<file path="src/rtl/beat_pkg.sv">
// Shared types and constants for the beat tempo tracker.
package beat_pkg;

    typedef enum logic [2:0] {IDLE, HIST, CMP, IOI, DIV, OUT} state_t;

    localparam int unsigned FLUX_W_DEF     = 70;
    localparam int unsigned HIST_DEPTH_DEF = 16;
    localparam int unsigned IOI_DEPTH_DEF  = 8;

    localparam logic [7:0]  MIN_IOI = 8'd12;
    localparam logic [7:0]  MAX_IOI = 8'd60;
    localparam logic [15:0] BPM_NUM = 16'd22500;

    localparam int unsigned HIST_SUM_W = FLUX_W_DEF + $clog2(HIST_DEPTH_DEF);
    localparam int unsigned IOI_SUM_W  = 8 + $clog2(IOI_DEPTH_DEF);

endpackage

</file>
<file path="src/rtl/beat_tempo_tracker_seq_divider.sv">
// Restoring unsigned divider, one quotient bit per cycle, start/busy/done handshake.
module seq_divider #(
    parameter int unsigned W = 16
) (
    input  logic         clk,
    input  logic         reset,
    input  logic         start,
    input  logic [W-1:0] dividend,
    input  logic [W-1:0] divisor,
    output logic         busy,
    output logic         done,
    output logic [W-1:0] quotient
);

    localparam int unsigned CNT_W = $clog2(W + 1);

    logic [W:0]       rem;
    logic [W:0]       shifted;
    logic [CNT_W-1:0] cnt;

    // Dividend bits are shifted out of the quotient register as quotient bits shift in.
    always_comb begin
        shifted = {rem[W-1:0], quotient[W-1]};
    end

    always_ff @(posedge clk) begin
        if (reset) begin
            rem      <= '0;
            quotient <= '0;
            cnt      <= '0;
            busy     <= 1'b0;
            done     <= 1'b0;
        end else begin
            done <= 1'b0;
            if (start && !busy) begin
                rem      <= '0;
                quotient <= dividend;
                cnt      <= CNT_W'(W);
                busy     <= 1'b1;
            end else if (busy) begin
                if (shifted >= {1'b0, divisor}) begin
                    rem      <= shifted - {1'b0, divisor};
                    quotient <= {quotient[W-2:0], 1'b1};
                end else begin
                    rem      <= shifted;
                    quotient <= {quotient[W-2:0], 1'b0};
                end
                cnt <= cnt - CNT_W'(1);
                if (cnt == CNT_W'(1)) begin
                    busy <= 1'b0;
                    done <= 1'b1;
                end
            end
        end
    end

endmodule

</file>
<file path="src/rtl/beat_tempo_tracker.sv">
// Onset detection against a scaled running mean of flux, IOI averaging and BPM conversion.
module beat_tempo_tracker
    import beat_pkg::*;
#(
    parameter int unsigned FLUX_W         = FLUX_W_DEF,
    parameter int unsigned HIST_DEPTH     = HIST_DEPTH_DEF,
    parameter int unsigned THRESH_NUM     = 12,
    parameter int unsigned REFRACT_FRAMES = 4,
    parameter int unsigned IOI_DEPTH      = IOI_DEPTH_DEF
) (
    input  logic              clk,
    input  logic              reset,
    input  logic              flux_valid,
    input  logic [FLUX_W-1:0] flux_value,
    output logic              onset,
    output logic [7:0]        bpm,
    output logic              bpm_valid,
    output logic              bpm_locked,
    output logic [FLUX_W+3:0] threshold_out,
    output logic              overrun
);

    localparam int unsigned HIDX_W = $clog2(HIST_DEPTH);
    localparam int unsigned IIDX_W = $clog2(IOI_DEPTH);
    localparam int unsigned THR_W  = FLUX_W + 4;
    localparam int unsigned DIV_W  = 16;

    state_t state_q, state_d;

    logic                  flux_valid_q;
    logic                  event_w;
    logic [FLUX_W-1:0]     flux_q;
    logic [FLUX_W-1:0]     hist [HIST_DEPTH];
    logic [HIDX_W-1:0]     hidx;
    logic [HIST_SUM_W-1:0] hist_sum;
    logic [HIST_SUM_W-1:0] sum_pre;
    logic [HIDX_W:0]       frames_seen;
    logic                  full_pre;

    logic [7:0]            since;
    logic                  have_onset;
    logic                  hit_q;
    logic [7:0]            ioi_ring [IOI_DEPTH];
    logic [IIDX_W-1:0]     iidx;
    logic [IIDX_W:0]       ioi_cnt;
    logic [IIDX_W:0]       cnt_next;
    logic [IOI_SUM_W-1:0]  ioi_sum;

    logic [FLUX_W-1:0]     mean;
    logic [THR_W-1:0]      thr_prod;
    logic [THR_W-1:0]      thr;
    logic                  hit;
    logic                  push;
    logic                  go_div;

    logic                  div_start;
    logic                  div_busy;
    logic                  div_done;
    logic [DIV_W-1:0]      div_q;

    assign event_w    = flux_valid && !flux_valid_q;
    assign bpm_locked = (ioi_cnt == (IIDX_W+1)'(IOI_DEPTH));

    seq_divider #(.W(DIV_W)) u_div (
        .clk      (clk),
        .reset    (reset),
        .start    (div_start),
        .dividend (BPM_NUM),
        .divisor  (DIV_W'(ioi_sum)),
        .busy     (div_busy),
        .done     (div_done),
        .quotient (div_q)
    );

    // sum_pre/full_pre snapshot the history before this frame was written in HIST.
    always_comb begin
        mean     = sum_pre[HIST_SUM_W-1:HIDX_W];
        thr_prod = THR_W'(mean) * THR_W'(THRESH_NUM);
        thr      = thr_prod >> 3;
        hit      = full_pre && (THR_W'(flux_q) > thr) &&
                   ((since >= 8'(REFRACT_FRAMES)) || !have_onset);
        push     = hit_q && have_onset && (since >= MIN_IOI) && (since <= MAX_IOI);
        cnt_next = ioi_cnt;
        if (push && !bpm_locked)
            cnt_next = ioi_cnt + (IIDX_W+1)'(1);
        go_div   = push && (cnt_next == (IIDX_W+1)'(IOI_DEPTH));
    end

    // Divider starts on DIV entry so it sees the ioi_sum already updated in IOI.
    always_comb begin
        state_d   = state_q;
        div_start = 1'b0;
        case (state_q)
            IDLE: if (event_w) state_d = HIST;
            HIST: state_d = CMP;
            CMP:  state_d = IOI;
            IOI:  state_d = go_div ? DIV : IDLE;
            DIV: begin
                div_start = !div_busy && !div_done;
                if (div_done) state_d = OUT;
            end
            OUT:  state_d = IDLE;
            default: state_d = IDLE;
        endcase
    end

    always_ff @(posedge clk) begin
        if (reset) begin
            state_q       <= IDLE;
            flux_valid_q  <= 1'b0;
            flux_q        <= '0;
            hidx          <= '0;
            hist_sum      <= '0;
            sum_pre       <= '0;
            frames_seen   <= '0;
            full_pre      <= 1'b0;
            since         <= '0;
            have_onset    <= 1'b0;
            hit_q         <= 1'b0;
            iidx          <= '0;
            ioi_cnt       <= '0;
            ioi_sum       <= '0;
            onset         <= 1'b0;
            bpm           <= '0;
            bpm_valid     <= 1'b0;
            threshold_out <= '0;
            overrun       <= 1'b0;
            for (int unsigned i = 0; i < HIST_DEPTH; i++) hist[i] <= '0;
            for (int unsigned i = 0; i < IOI_DEPTH; i++) ioi_ring[i] <= '0;
        end else begin
            state_q      <= state_d;
            flux_valid_q <= flux_valid;
            onset        <= 1'b0;
            bpm_valid    <= 1'b0;
            if (event_w) begin
                if (state_q == IDLE) flux_q <= flux_value;
                else                 overrun <= 1'b1;
            end
            case (state_q)
                HIST: begin
                    sum_pre    <= hist_sum;
                    full_pre   <= (frames_seen == (HIDX_W+1)'(HIST_DEPTH));
                    hist_sum   <= hist_sum - HIST_SUM_W'(hist[hidx]) + HIST_SUM_W'(flux_q);
                    hist[hidx] <= flux_q;
                    hidx       <= hidx + HIDX_W'(1);
                    if (frames_seen != (HIDX_W+1)'(HIST_DEPTH))
                        frames_seen <= frames_seen + (HIDX_W+1)'(1);
                    if (since != '1) since <= since + 8'd1;
                end
                CMP: begin
                    threshold_out <= thr;
                    hit_q         <= hit;
                    onset         <= hit;
                end
                IOI: begin
                    if (hit_q) begin
                        since      <= '0;
                        have_onset <= 1'b1;
                        if (push) begin
                            ioi_ring[iidx] <= since;
                            iidx           <= iidx + IIDX_W'(1);
                            ioi_sum        <= ioi_sum - IOI_SUM_W'(ioi_ring[iidx]) + IOI_SUM_W'(since);
                            ioi_cnt        <= cnt_next;
                        end
                    end else if (since >= (MAX_IOI << 1)) begin
                        iidx    <= '0;
                        ioi_cnt <= '0;
                        ioi_sum <= '0;
                        for (int unsigned i = 0; i < IOI_DEPTH; i++) ioi_ring[i] <= '0;
                    end
                end
                OUT: begin
                    bpm       <= (div_q > DIV_W'(255)) ? 8'hFF : div_q[7:0];
                    bpm_valid <= 1'b1;
                end
                default: ;
            endcase
        end
    end

endmodule

</file>
<file path="config.mk">
export PLATFORM = sky130hd
export DESIGN_NAME = beat_tempo_tracker
export DESIGN_NICKNAME = d
export VERILOG_FILES = /design/src/rtl/beat_pkg.sv /design/src/rtl/beat_tempo_tracker_seq_divider.sv /design/src/rtl/beat_tempo_tracker.sv
export SDC_FILE = /design/constraint.sdc
export NUM_CORES = 2
export LEC_CHECK = 0
export CORE_ASPECT_RATIO = 0.5
export CORE_MARGIN = 5
export CORE_UTILIZATION = 50
export CTS_CLUSTER_SIZE = 8
export DETAILED_ROUTE_END_ITERATION = 12
export GPL_TIMING_DRIVEN = 0
export PLACE_DENSITY = 0.66
export REMOVE_ABC_BUFFERS = 1
export SYNTH_ARGS = -nofsm -noshare
export SYNTH_HDL_FRONTEND = slang
export SYNTH_HIERARCHICAL = 1
export SYNTH_SLANG_ARGS = --single-unit
export TNS_END_PERCENT = 30
</file>
<file path="constraint.sdc">
create_clock -name clk -period 12 [get_ports clk]
set_input_delay 3 -clock clk [delete_from_list [all_inputs] [get_ports clk]]
set_output_delay 3 -clock clk [all_outputs]
set_load 0.01 [all_outputs]
</file>
==> impl_results.md <==
- Rows: 103
- Layout cell share with drive strength beyond 1: 12.3%
- Buffers on Ports: 155
- CTS resizes: 0
- Synth Cell Area: about 0.080 mm2
- Final ANT Viol Nets: 0
- Fmax: 135 MHz
- Pin count of the biggest net entering global routing: 112
- Initial Util: 50.5%
- Core Area: ~0.16 mm2
- # Post-CTS Setup Buffers: 0
- Gpl congestion: 0.938
- Type of origin of the critical path: register
- Initial antenna violation count: 2
- CP max FO: 38
- Final Total Pwr: 14.8 mW
- Vias in the first global route: 58.0k
- Highest routed layer: met4
- Leak: about 32 nW
- Reg area: approximately 0.043 mm2
- CP Data Arrival Time: 8.10 ns
- Syn avg cell area: 11.6 um2
- Met3 WL: around 26 mm
- All-Layer GR Usage: 28.0%
- Final Max Slew Viols: 0
- I/O pin cnt: 159
- Yosys warns: 6
- Count of cell types in the netlist: 107
- Max-Slew Margin vs Limit: 10.8%
- Worst slack at placement: 4.73 ns
- Synth top area cells: edfxtp_1 44%, mux4_2 10%, dfxtp_1 9.6%
- Area share of the largest cell type after synthesis: around 44%
- Die H: 293 um
- DR DRC count: 0
- Cell Area, Placed: between 0.08 and 0.09 mm2
- Design Area, Final: 0.0921 mm2
- H-tree depth: 4
- CTS sink count: between 1.5k and 2k
- CTS hold repair buffers: 0
- RSZ-0062 raised after global routing: false
- Total die area: 0.169 mm2
- Nets: 7,226
- Cell taking the most area after synthesis: edfxtp_1
- Number of flops mapped to enable cells by yosys: 1,184
- Top_reg_cell synth: edfxtp_1
- Max_cap viols: 0
- Wire length per cell: 26.5 um
- Post-synth ARST share: 0%
- Setup violators final: 0
- Clock skew: 0.0861 ns
- Hold Path Class: register to register
- Routed wire length on met2: ~110 mm
- Setup ws final: 4.60 ns
- Worst-Skew Late Latency: 0.84 ns
- Root buf cell: clkbuf_16
- Initial drt markers: 7,285
- Vias/cell: 6.44
- Final Cycle Share: 61.7%
- Via count: 58.5k
- Die width: around 580 um
- Multi-input logic area: 0.0333 mm2
- WL met1: 96.3 mm
- Finished Layout Cells: 9,082
- Dpl hpwl: about 160 mm
- Total CTS buffers: between 200 and 250
- Fillers: between 10k and 15k
- First-pass GRT wire length: 363 mm
- Max clock buf depth: 4
- Fin. Hold Viols: 0
- Hold path start: hist_sum[20]$_SDFFE_PP0P_
- Drt first pass iters: 6
- CTS tree: done
- Final Critical Period: 7.40 ns
- GRT overflow: 0
- Worst setup path category: register to register
- CP Capture Type: register
- Status: finished, final reports clean
- PD cells: about 160 mW/mm2
- CTS clk-pin slew, worst paths: roughly 0.060 ns
- DRT Wirelength: 241 mm
- Max VDD drop: 0.000122 V
- Syn-to-layout area delta: 15.2%
- Worst slew pin tran: roughly 1.3 ns
- Placed Instances: 8,693
- Worst path required time: 12.70 ns
- Seq/Total Area, Yosys: 54.1%
- Synth Instances: 6,877
- Synthesized flop and latch total: 1,568
==> flip-flops by register name, summed over array words and instances, names as in the netlist, 16 cells and up, named ones only <==
signal / flops
sum_pre: 70
flux_q: 70
u_div/quotient: 16
hist_sum: 74
ioi_ring: 64
u_div/rem: 16
threshold_out: 71
hist: 1120
==> power breakdown <==
group	switching, mW	leakage [nW]	internal (mW)
Sequential	0.135	15.3	6.06
Combinational	1.74	13.5	1.08
Clock	2.34	2.99	3.45
==> cells in the mapped netlist (all sizes together), types with 32 or more instances <==
library cell and count:
a211oi 35, a21o 113, a21oi 444, and2 69, buf 75, clkbuf 556, clkinv 71, dfxtp 384
edfxtp 1184, fa 80, ha 255, inv 312, mux4 366, nand2 563, nand2b 32, nand3 74
nand4 68, nor2 278, nor2b 34, nor3 886, nor4 310, o21ai 196, xnor2 101, xor2 65
==> kinds of logic (layout without fill, tap and decap cells) <==
group | after synthesis | count (layout) | share of synthesized area (%)
simple gates | 2379 | 2379 | 14.6
flops | 1568 | 1568 | 54.1
buf+inv | 1014 | 1079 | 4.84
compound gates | 1007 | 1007 | 7.85
mux | 406 | 406 | 10.8
fa+ha+maj | 335 | 335 | 5.99
xor+xnor | 166 | 166 | 1.83
other cells | 2 | 42 | 0.00939
==> per-stage QoR <==
step	hold WS (ns)	setup TNS, ns	utilization (%)
detailed placement	0.452	0	54.2
global route	0.476	0	58.2
global placement	0.441	-	51.7
floorplan	0.426	-8035.55	-
CTS	0.456	0	58.1
finish	0.458	0	58.2
==> critical path: stages (launching register included) <==
cell,delay (ns)
dfxtp_4,0.63
buf_16,0.29
buf_16,0.30
buf_12,0.28
buf_12,0.27
mux4_2,0.54
mux4_2,0.57
fa_1,0.51
inv_1,0.05
ha_1,0.39
nand2_1,0.11
nor3_1,0.39
o211ai_1,0.38
a2111oi_2,1.04
o21ai_1,0.31
a21oi_1,0.39
o2111ai_1,0.19
a21o_1,0.21
a32o_1,0.25
==> final timing paths <==
check	endpoint	slack, ns	cells after the start
min reg2reg	sum_pre[20]$_SDFFE_PP0P_	0.46	2
max	hist_sum[68]$_SDFFE_PP0P_	4.60	18
max reg2reg	hist_sum[68]$_SDFFE_PP0P_	4.60	18
min	sum_pre[20]$_SDFFE_PP0P_	0.46	2
==> cell usage in the layout (no fill, tap or decap), drive strengths merged, types with 22 or more instances in the layout <==
master | Yosys | layout
nand2 | 563 | 563
clkdlybuf4s50 | 0 | 154
a211oi | 35 | 35
xnor2 | 101 | 101
edfxtp | 1184 | 1184
fa | 80 | 80
nand3 | 74 | 74
nor4 | 310 | 310
dfxtp | 384 | 384
nor3 | 886 | 886
nand2b | 32 | 32
clkinv | 71 | 73
inv | 312 | 316
and3 | 22 | 22
clkbuf | 556 | 380
a21o | 113 | 113
o21ai | 196 | 196
mux4 | 366 | 366
conb | 2 | 40
buf | 75 | 156
ha | 255 | 255
nor2 | 278 | 278
nand4 | 68 | 68
mux2i | 31 | 31
and2 | 69 | 69
o21a | 25 | 25
nor2b | 34 | 34
a21oi | 444 | 444
a31oi | 27 | 27
xor2 | 65 | 65
o21bai | 27 | 27
==> cell type report <==
type,instances,area share [%]
clock buffer,380,6.73
tap,2100,2.85
sequential,1568,47.0
inverter,383,1.56
clock inverter,6,0.0842
antenna,2,0.00543
multi-input combinational,4333,36.1
timing repair buffer,310,5.65
==> layer usage <==
metal  up-vias  GRT usage (%)
met4         0           8.35
met2      3289           44.7
met3       542           6.10
met1     29100           39.0
met5         -              0
li1      25600              -
Power figures use the tool's default switching activity.
